### src/rtl/uncached_axi_bridge.sv
// N-channel SRAM-like to single-beat AXI3 bridge.
// Round-robin grant, ID-routed overlapped reads, RAW blocking.
module uncached_axi_bridge #(
  parameter int NUM_CH = 2
) (
  input  logic                  clk,
  input  logic                  reset,
  input  logic [NUM_CH-1:0]     req,
  input  logic [NUM_CH-1:0]     wr,
  input  logic [2*NUM_CH-1:0]   size,
  input  logic [4*NUM_CH-1:0]   wstrb,
  input  logic [32*NUM_CH-1:0]  addr,
  input  logic [32*NUM_CH-1:0]  wdata,
  output logic [NUM_CH-1:0]     addr_ok,
  output logic [NUM_CH-1:0]     data_ok,
  output logic [32*NUM_CH-1:0]  rdata,
  output logic                  bus_err,
  output logic [3:0]            arid,
  output logic [31:0]           araddr,
  output logic [7:0]            arlen,
  output logic [2:0]            arsize,
  output logic [1:0]            arburst,
  output logic [1:0]            arlock,
  output logic [3:0]            arcache,
  output logic [2:0]            arprot,
  output logic                  arvalid,
  input  logic                  arready,
  input  logic [3:0]            rid,
  input  logic [31:0]           axi_rdata,
  input  logic [1:0]            rresp,
  input  logic                  rlast,
  input  logic                  rvalid,
  output logic                  rready,
  output logic [3:0]            awid,
  output logic [31:0]           awaddr,
  output logic [7:0]            awlen,
  output logic [2:0]            awsize,
  output logic [1:0]            awburst,
  output logic [1:0]            awlock,
  output logic [3:0]            awcache,
  output logic [2:0]            awprot,
  output logic                  awvalid,
  input  logic                  awready,
  output logic [3:0]            wid,
  output logic [31:0]           axi_wdata,
  output logic [3:0]            axi_wstrb,
  output logic                  wlast,
  output logic                  wvalid,
  input  logic                  wready,
  input  logic [3:0]            bid,
  input  logic [1:0]            bresp,
  input  logic                  bvalid,
  output logic                  bready
);

  logic [NUM_CH-1:0] busy, ch_wr, raw;
  logic [NUM_CH-1:0] elig, gnt_oh;
  logic [NUM_CH-1:0] r_hit, b_hit;
  logic [3:0]        ptr, gnt_id;
  logic              gnt, hi;
  logic              wif;
  logic [29:0]       wif_addr;
  logic              r_bad, b_bad;
  logic              sel_wr;
  logic [1:0]        sel_size;
  logic [3:0]        sel_wstrb;
  logic [31:0]       sel_addr, sel_wdata;

  assign arlen   = 8'd0;
  assign arlock  = 2'd0;
  assign arcache = 4'd0;
  assign arprot  = 3'd0;
  assign awlen   = 8'd0;
  assign awlock  = 2'd0;
  assign awcache = 4'd0;
  assign awprot  = 3'd0;
  assign wid     = awid;
  assign rready  = 1'b1;
  assign bready  = 1'b1;
  assign addr_ok = gnt_oh;
  assign gnt     = |gnt_oh;

  always_comb begin
    raw  = '0;
    elig = '0;
    for (int k = 0; k < NUM_CH; k++) begin
      raw[k]  = wif && (wif_addr == addr[k*32+2 +: 30]);
      elig[k] = req[k] & ~busy[k] &
                (wr[k] ? ~wif : (~arvalid & ~raw[k]));
    end
  end

  // first pass: above ptr; second pass wraps around
  always_comb begin
    gnt_oh = '0;
    gnt_id = '0;
    hi     = 1'b0;
    for (int k = NUM_CH-1; k >= 0; k--) begin
      if (elig[k] && 4'(k) > ptr) begin
        gnt_oh    = '0;
        gnt_oh[k] = 1'b1;
        gnt_id    = 4'(k);
        hi        = 1'b1;
      end
    end
    if (!hi) begin
      for (int k = NUM_CH-1; k >= 0; k--) begin
        if (elig[k]) begin
          gnt_oh    = '0;
          gnt_oh[k] = 1'b1;
          gnt_id    = 4'(k);
        end
      end
    end
  end

  always_comb begin
    sel_wr    = 1'b0;
    sel_size  = '0;
    sel_wstrb = '0;
    sel_addr  = '0;
    sel_wdata = '0;
    for (int k = 0; k < NUM_CH; k++) begin
      if (gnt_oh[k]) begin
        sel_wr    = wr[k];
        sel_size  = size[k*2 +: 2];
        sel_wstrb = wstrb[k*4 +: 4];
        sel_addr  = addr[k*32 +: 32];
        sel_wdata = wdata[k*32 +: 32];
      end
    end
  end

  always_comb begin
    r_hit = '0;
    b_hit = '0;
    for (int k = 0; k < NUM_CH; k++) begin
      r_hit[k] = rvalid && rid == 4'(k) && busy[k] && !ch_wr[k];
      b_hit[k] = bvalid && bid == 4'(k) && busy[k] && ch_wr[k];
    end
    r_bad = rvalid && (~|r_hit || rresp != 2'b00 || !rlast);
    b_bad = bvalid && (~|b_hit || bresp != 2'b00);
  end

  always_ff @(posedge clk or posedge reset) begin
    if (reset) begin
      busy      <= '0;
      ch_wr     <= '0;
      ptr       <= '0;
      data_ok   <= '0;
      rdata     <= '0;
      bus_err   <= 1'b0;
      wif       <= 1'b0;
      wif_addr  <= '0;
      arvalid   <= 1'b0;
      arid      <= '0;
      araddr    <= '0;
      arsize    <= '0;
      arburst   <= '0;
      awvalid   <= 1'b0;
      wvalid    <= 1'b0;
      awid      <= '0;
      awaddr    <= '0;
      awsize    <= '0;
      awburst   <= '0;
      axi_wdata <= '0;
      axi_wstrb <= '0;
      wlast     <= 1'b0;
    end else begin
      busy    <= (busy & ~(r_hit | b_hit)) | gnt_oh;
      data_ok <= r_hit | b_hit;
      bus_err <= bus_err | r_bad | b_bad;
      for (int k = 0; k < NUM_CH; k++)
        if (r_hit[k]) rdata[k*32 +: 32] <= axi_rdata;
      if (arvalid && arready) arvalid <= 1'b0;
      if (awvalid && awready) awvalid <= 1'b0;
      if (wvalid && wready)   wvalid  <= 1'b0;
      if (|b_hit) wif <= 1'b0;
      if (gnt) begin
        ptr   <= gnt_id;
        ch_wr <= (ch_wr & ~gnt_oh) | (gnt_oh & {NUM_CH{sel_wr}});
        if (sel_wr) begin
          awvalid   <= 1'b1;
          wvalid    <= 1'b1;
          awid      <= gnt_id;
          awaddr    <= sel_addr;
          awsize    <= {1'b0, sel_size};
          awburst   <= 2'b01;
          axi_wdata <= sel_wdata;
          axi_wstrb <= sel_wstrb;
          wlast     <= 1'b1;
          wif       <= 1'b1;
          wif_addr  <= sel_addr[31:2];
        end else begin
          arvalid <= 1'b1;
          arid    <= gnt_id;
          araddr  <= sel_addr;
          arsize  <= {1'b0, sel_size};
          arburst <= 2'b01;
        end
      end
    end
  end

endmodule

### config.mk
export PLATFORM = sky130hd
export DESIGN_NAME = uncached_axi_bridge
export DESIGN_NICKNAME = d
export VERILOG_FILES = /design/src/rtl/uncached_axi_bridge.sv
export SDC_FILE = /design/constraint.sdc
export NUM_CORES = 1
export LEC_CHECK = 0
export BUFFER_PORTS_ARGS = -buffer_cell sky130_fd_sc_hd__buf_2
export CAP_MARGIN = 15
export CELL_PAD_IN_SITES_DETAIL_PLACEMENT = 1
export CELL_PAD_IN_SITES_GLOBAL_PLACEMENT = 2
export CORE_MARGIN = 10
export CORE_UTILIZATION = 30
export DETAILED_ROUTE_END_ITERATION = 8
export PLACE_DENSITY = 0.81
export SLEW_MARGIN = 10
export SYNTH_ARGS = -nofsm -noshare
export SYNTH_HDL_FRONTEND = slang
export SYNTH_SLANG_ARGS = --single-unit
export TNS_END_PERCENT = 30
### constraint.sdc
create_clock -name clk -period 13.7 [get_ports clk]
set_input_delay 2.055 -clock clk [delete_from_list [all_inputs] [get_ports clk]]
set_output_delay 2.055 -clock clk [all_outputs]
set_load 0.01 [all_outputs]
==> summary.md, run 1 <==
| Metric | Value |
|---|---|
| Hold WS | `0.479 ns` |
| Count leader, synth | `dfrtp_1` |
| Syn_area_per_cell | `14.2 um^2` |
| IO Port Bufs | `377` |
| Worst hold path type | `reg2reg` |
| WS Path Type | `in2out` |
| Dominant cell type by area after synthesis | `dfrtp_1` |
| Total power | `2.45 mW` |
| Detailed Place HPWL | `25,600 um` |
| Actual slew at the worst max-slew pin | `1.03 ns` |
| Final setup viols | `0` |
| Fin crit share | `44.6%` |
| Initial Util | `30.3%` |
| Peak Freq | `0.164 GHz` |
| Top cell type's share of synthesized area | `49.7%` |
| Gr ovfl total | `0` |
| Pwr dens | `208 nW/um^2` |
| DR pass1 iterations | `4` |
| Inst Count DP | `1,399` |
| GRT Resource Usage Total | `16.4%` |
| Dominant synthesized flop cell | `dfrtp_1` |
| LEAKAGE | `6.14 nW` |
| Longest Clk Path Bufs | `2` |
| Finished Layout Cells | `1,433` |
| Clk root buf | `clkbuf_16` |
| Number of synthesis warnings | `0` |
| CTS tree | `yes` |
| Unique masters post-synth | `48` |
| Die W | `196 um` |
| I/O pins | `427` |
| Top cells by area, synth | `dfrtp_1, mux2_4, mux2_2, xnor2_1, buf_4` |
| Mapped Cells | `654` |
| Max-cap violations | `0` |
| Setup tns final | `0 ns` |
| Max Clock Skew | `0.0129 ns` |
| Synthesized cell area | `9260 um^2` |
| CP Max Fanout | `21` |
| Sequential area share after synthesis | `49.7%` |
| Cts bufs inserted | `17` |
| Post-CTS Setup Bufs | `0` |
| Fill count | `3,406` |
| Kind of start point of the critical path | `input port` |
| Design area | `11,800 um^2` |
| WP data required | `11.64 ns` |
| Initial DRC count | `188` |
| Post-CTS Hold Fix Bufs | `0` |
| Antenna viol nets, final | `0` |
| Worst-Skew Late Latency | `0.43 ns` |
| Largest net degree at the start of global routing | `125` |
| Share of cells above drive strength 1 | `60.9%` |
| Drt total wl | `32,700 um` |
| Yosys reg bits | `184` |
| Final-report hold violation count | `0` |
| Wire per inst | `22.8 um` |
| Maximum VDD drop | `0.103 mV` |
| Post-DP Area | `11,200 um^2` |
| Status | `finished clean` |
| Worst slew margin relative to its limit | `31.5%` |
| DIE AREA | `38,300 um^2` |
| Post-CTS resize count | `0` |
| Ys async rst share | `100%` |
| Routability cong. | `0.761` |
| # clock sinks | `184` |
| Critical Path End Type | `output pin` |
| H-Tree Depth | `4` |
| Vias per cell | `4.63` |
| Vias | `6,630` |
| Area growth, synth to finish | `27.2%` |
| Post-route DRC | `0` |
| Clock-pin slew on the worst setup and hold paths | `0.08 ns` |
| Crit path time final | `6.10 ns` |
| # rows | `64` |
| Final #Nets | `1,218` |
| Die Ht | `196 um` |
| Core Area | `30,500 um^2` |
| Number of enable flip-flop cells after synthesis | `0` |
| Unrepaired setup endpoints after global routing | `false` |
| Synth top cells by count | `dfrtp_1, mux2_2, mux2_4` |
| Vias in the first global route | `7,533` |
| First-pass GRT wire length | `48,600 um` |
| Initial antenna violation count | `7` |
| Slew Limit Fails | `0` |
| Critical Path AT | `4.05 ns` |
-- layout by cell type, fill, tap and decap left out, drive strengths merged, types with 3 or more instances in the layout --
master,count
nand2b,3
xor2,3
clkinv,6
buf,386
clkbuf,19
o21ai,6
conb,49
and3,4
nand3,4
dfrtp,184
xnor2,57
nor4,4
nor2,5
mux2,168
a21o,6
nor3,3
nand2,8
a22o,70
inv,14
nand4,14
-- stage by stage --
| stage | setup WS [ns] | util, % |
|---|---|---|
| floorplan | 6.64 | - |
| global placement | 7.65 | 36.7 |
| detailed placement | 7.61 | 36.7 |
| CTS | 7.59 | 38.6 |
| global route | 7.47 | 38.6 |
| finish | 7.60 | 38.6 |
-- worst max-delay path, cell delays in order --
cell      delay [ns]
buf_2           0.11
xnor2_1         0.27
nand4_1         0.21
nor4_2          0.51
a211oi_2        0.23
nor3_4          0.17
buf_4           0.28
buf_2           0.19
-- state kept, by name, summed over array words and instances, names as in the netlist, named ones only --
register and count:
awvalid 1, ptr 1, bus_err 1, axi_wdata 32, data_ok 2, wvalid 1, busy 2, arid 1
arvalid 1, arsize 2, araddr 32, awsize 2, axi_wstrb 4, awaddr 32, awid 1, wif 1
wlast 1, rdata 64, arburst 1
-- routing by layer --
layer / GRT usage, % / routed length (um)
met3: 6.46 / 2880
met1: 19.1 / 13300
met4: 3.65 / 367
met5: 0 / 55
met2: 27.7 / 16100
-- final cells by class --
type | instances | area, um^2 | area share (%)
Inverter | 9 | 41.3 | 0.351
Timing Repair Buffer | 386 | 1950 | 16.6
Clock inverter | 13 | 134 | 1.14
Clock buffer | 19 | 453 | 3.85
Antenna cell | 2 | 5.00 | 0.0425
Tap cell | 396 | 495 | 4.21
Sequential cell | 184 | 4600 | 39.1
Multi-Input combinational cell | 424 | 4090 | 34.7
-- worst paths after layout --
path / start / endpoint / slack [ns] / depth (start not counted)
max in group asynchronous: reset / awaddr[0] / 10.44 / 3
worst min-delay path: awvalid / awvalid / 0.48 / 1
worst min register to register: awvalid / awvalid / 0.48 / 1
worst max-delay path: addr[47] / addr_ok[0] / 7.60 / 8
worst max register to register: awaddr[15] / awaddr[30] / 9.77 / 8
min in group asynchronous: reset / axi_wdata[21] / 1.76 / 2
-- logic make-up (layout without fill, tap and decap cells) --
family / after synthesis / in the layout / synth area share (%)
mux: 168 / 168 / 23.4
other cells: 2 / 51 / 0.0811
simple gates: 57 / 57 / 4.02
xor+xnor: 60 / 60 / 5.68
compound gates: 90 / 90 / 9.06
flops: 184 / 184 / 49.7
buf+inv: 93 / 427 / 8.06
-- report_power, final --
group / internal, mW / total (mW) / switching [mW]
clock: 0.252 / 0.497 / 0.245
sequential: 0.778 / 0.951 / 0.172
combinational: 0.509 / 1.00 / 0.494
(Power assumes the default switching activity.)
==> run 2, diff against run 1 <==
==> constraint.sdc (replaced) <==
create_clock -name clk -period 5.77 [get_ports clk]
set_input_delay 0.8655 -clock clk [delete_from_list [all_inputs] [get_ports clk]]
set_output_delay 0.8655 -clock clk [all_outputs]
set_load 0.01 [all_outputs]
==> summary.md, run 2 (synthesis gave the netlist of run 1 again) <==
| Metric | Value |
|---|---|
| Status | `finished clean` |
| Hold WS | `0.391 ns` |
| Inst Count DP | `1,402` |
| Routability cong. | `0.797` |
| IO Port Bufs | `377` |
| Commonest non-fill, non-tap cell in the layout | `buf_2` |
| CP Max Fanout | `6` |
| Clock-pin slew on the worst setup and hold paths | `0.08 ns` |
| I/O pins | `427` |
| Total power | `5.89 mW` |
| R2R setup slack | `1.99 ns` |
| Critical Path AT | `3.01 ns` |
| Fin crit share | `67.2%` |
| Largest Register | `rdata` |
| Critical path startpoint | `addr[29]` |
| Worst reg2reg path depth | `8` |
| Register area | `4600 um^2` |
| CTS tree | `yes` |
| Core Area | `30,500 um^2` |
| WS Path Type | `in2out` |
| Gr ovfl total | `0` |
| Antenna viol nets, final | `0` |
| Worst-Skew Late Latency | `0.44 ns` |
| Finished Layout Cells | `1,435` |
| Worst hold path type | `in2async` |
| Initial antenna violation count | `7` |
| # clock sinks | `184` |
| Post-CTS Setup Bufs | `0` |
| Peak Freq | `0.258 GHz` |
| # rows | `64` |
| DIE AREA | `38,300 um^2` |
| Fill count | `3,410` |
| Vias per cell | `4.62` |
| Drt total wl | `33,400 um` |
| Initial DRC count | `201` |
| Reg2reg start | `awaddr[5]` |
| Critical Path End Type | `output pin` |
| Max-cap violations | `0` |
| Final setup viols | `0` |
| Actual slew at the worst max-slew pin | `1.09 ns` |
| First-pass GRT wire length | `48,900 um` |
| WP data required | `4.90 ns` |
| Detailed Place HPWL | `26,700 um` |
| Initial Util | `30.3%` |
| Area growth, synth to finish | `27.8%` |
| Post-route setup slack | `1.89 ns` |
| Pwr dens | `498 nW/um^2` |
| Most frequent cells in the layout | `buf_2, dfrtp_1, mux2_2` |
| Vias | `6,624` |
| Worst slew margin relative to its limit | `26.9%` |
| DP Worst Slack | `1.39 ns` |
| Die W | `196 um` |
| Cts bufs inserted | `17` |
| H-Tree Depth | `4` |
| Setup tns final | `0 ns` |
| Worst r2r dst | `awaddr[22]` |
| Clk root buf | `clkbuf_16` |
| LEAKAGE | `6.17 nW` |
| Longest Clk Path Bufs | `2` |
| Die Ht | `196 um` |
| Worst Setup EP | `addr_ok[1]` |
| Final-report hold violation count | `0` |
| Slew Limit Fails | `0` |
| Final #Nets | `1,221` |
| DR pass1 iterations | `4` |
| Wire per inst | `23.3 um` |
| Vias in the first global route | `7,434` |
| Crit path time final | `3.88 ns` |
| Share of cells above drive strength 1 | `61.0%` |
| Number of flip-flops in the largest register | `64` |
| Post-route DRC | `0` |
| GRT Resource Usage Total | `16.7%` |
| Post-CTS Hold Fix Bufs | `0` |
| Max Clock Skew | `0.0137 ns` |
| Unrepaired setup endpoints after global routing | `false` |
| Kind of start point of the critical path | `input port` |
| Maximum VDD drop | `0.225 mV` |
| Post-CTS resize count | `0` |
| Largest net degree at the start of global routing | `72` |
| Area occupied by multi-input gates | `4090 um^2` |
## run 2: cell type report
| type | instances | area share (%) |
|---|---|---|
| clock inverter | 15 | 1.61 |
| sequential | 184 | 38.9 |
| tap | 396 | 4.19 |
| multi-input combinational | 424 | 34.5 |
| timing repair buffer | 389 | 16.8 |
| antenna | 1 | 0.0212 |
| clock buffer | 17 | 3.60 |
| inverter | 9 | 0.317 |
## run 2: power breakdown
group / internal (mW) / switching [mW] / leakage [nW]
Combinational: 1.21 / 1.17 / 3.44
Clock: 0.660 / 0.578 / 0.295
Sequential: 1.85 / 0.416 / 2.43
## run 2: worst min-delay path by stage
stage | from | endpoint | slack (ns) | depth (start not counted)
finish | reset | rdata[15] | 0.39 | 2
global route | reset | rdata[15] | 0.38 | 2
CTS | reset | rdata[15] | 0.37 | 2
detailed placement | wvalid | wvalid | 0.46 | 1
global placement | arburst[0] | arburst[0] | 0.45 | 1
floorplan | register | register | 0.46 | 1
## run 2: metal layers
| metal | routed length (um) | share of wire, % | GRT usage [%] | up-vias |
|---|---|---|---|---|
| met2 | 16400 | 49 | 28.4 | 276 |
| met5 | 43 | 0.13 | 0 | - |
| li1 | - | - | - | 3009 |
| met3 | 2810 | 8.4 | 6.65 | 22 |
| met4 | 240 | 0.72 | 2.71 | 8 |
| met1 | 13900 | 41 | 19.6 | 3309 |
## run 2: worst max-delay path, cell delays in order
cell	delay, ns
buf_2	0.12
xnor2_1	0.23
nand4_1	0.13
nor4_1	0.58
nand3_2	0.20
a211oi_4	0.62
buf_2	0.27
## run 2: metrics by stage
stage	instance area, um^2	utilization (%)
floorplan	9440	-
global placement	11200	36.8
detailed placement	11200	36.8
CTS	11800	38.8
global route	11800	38.8
finish	11800	38.8
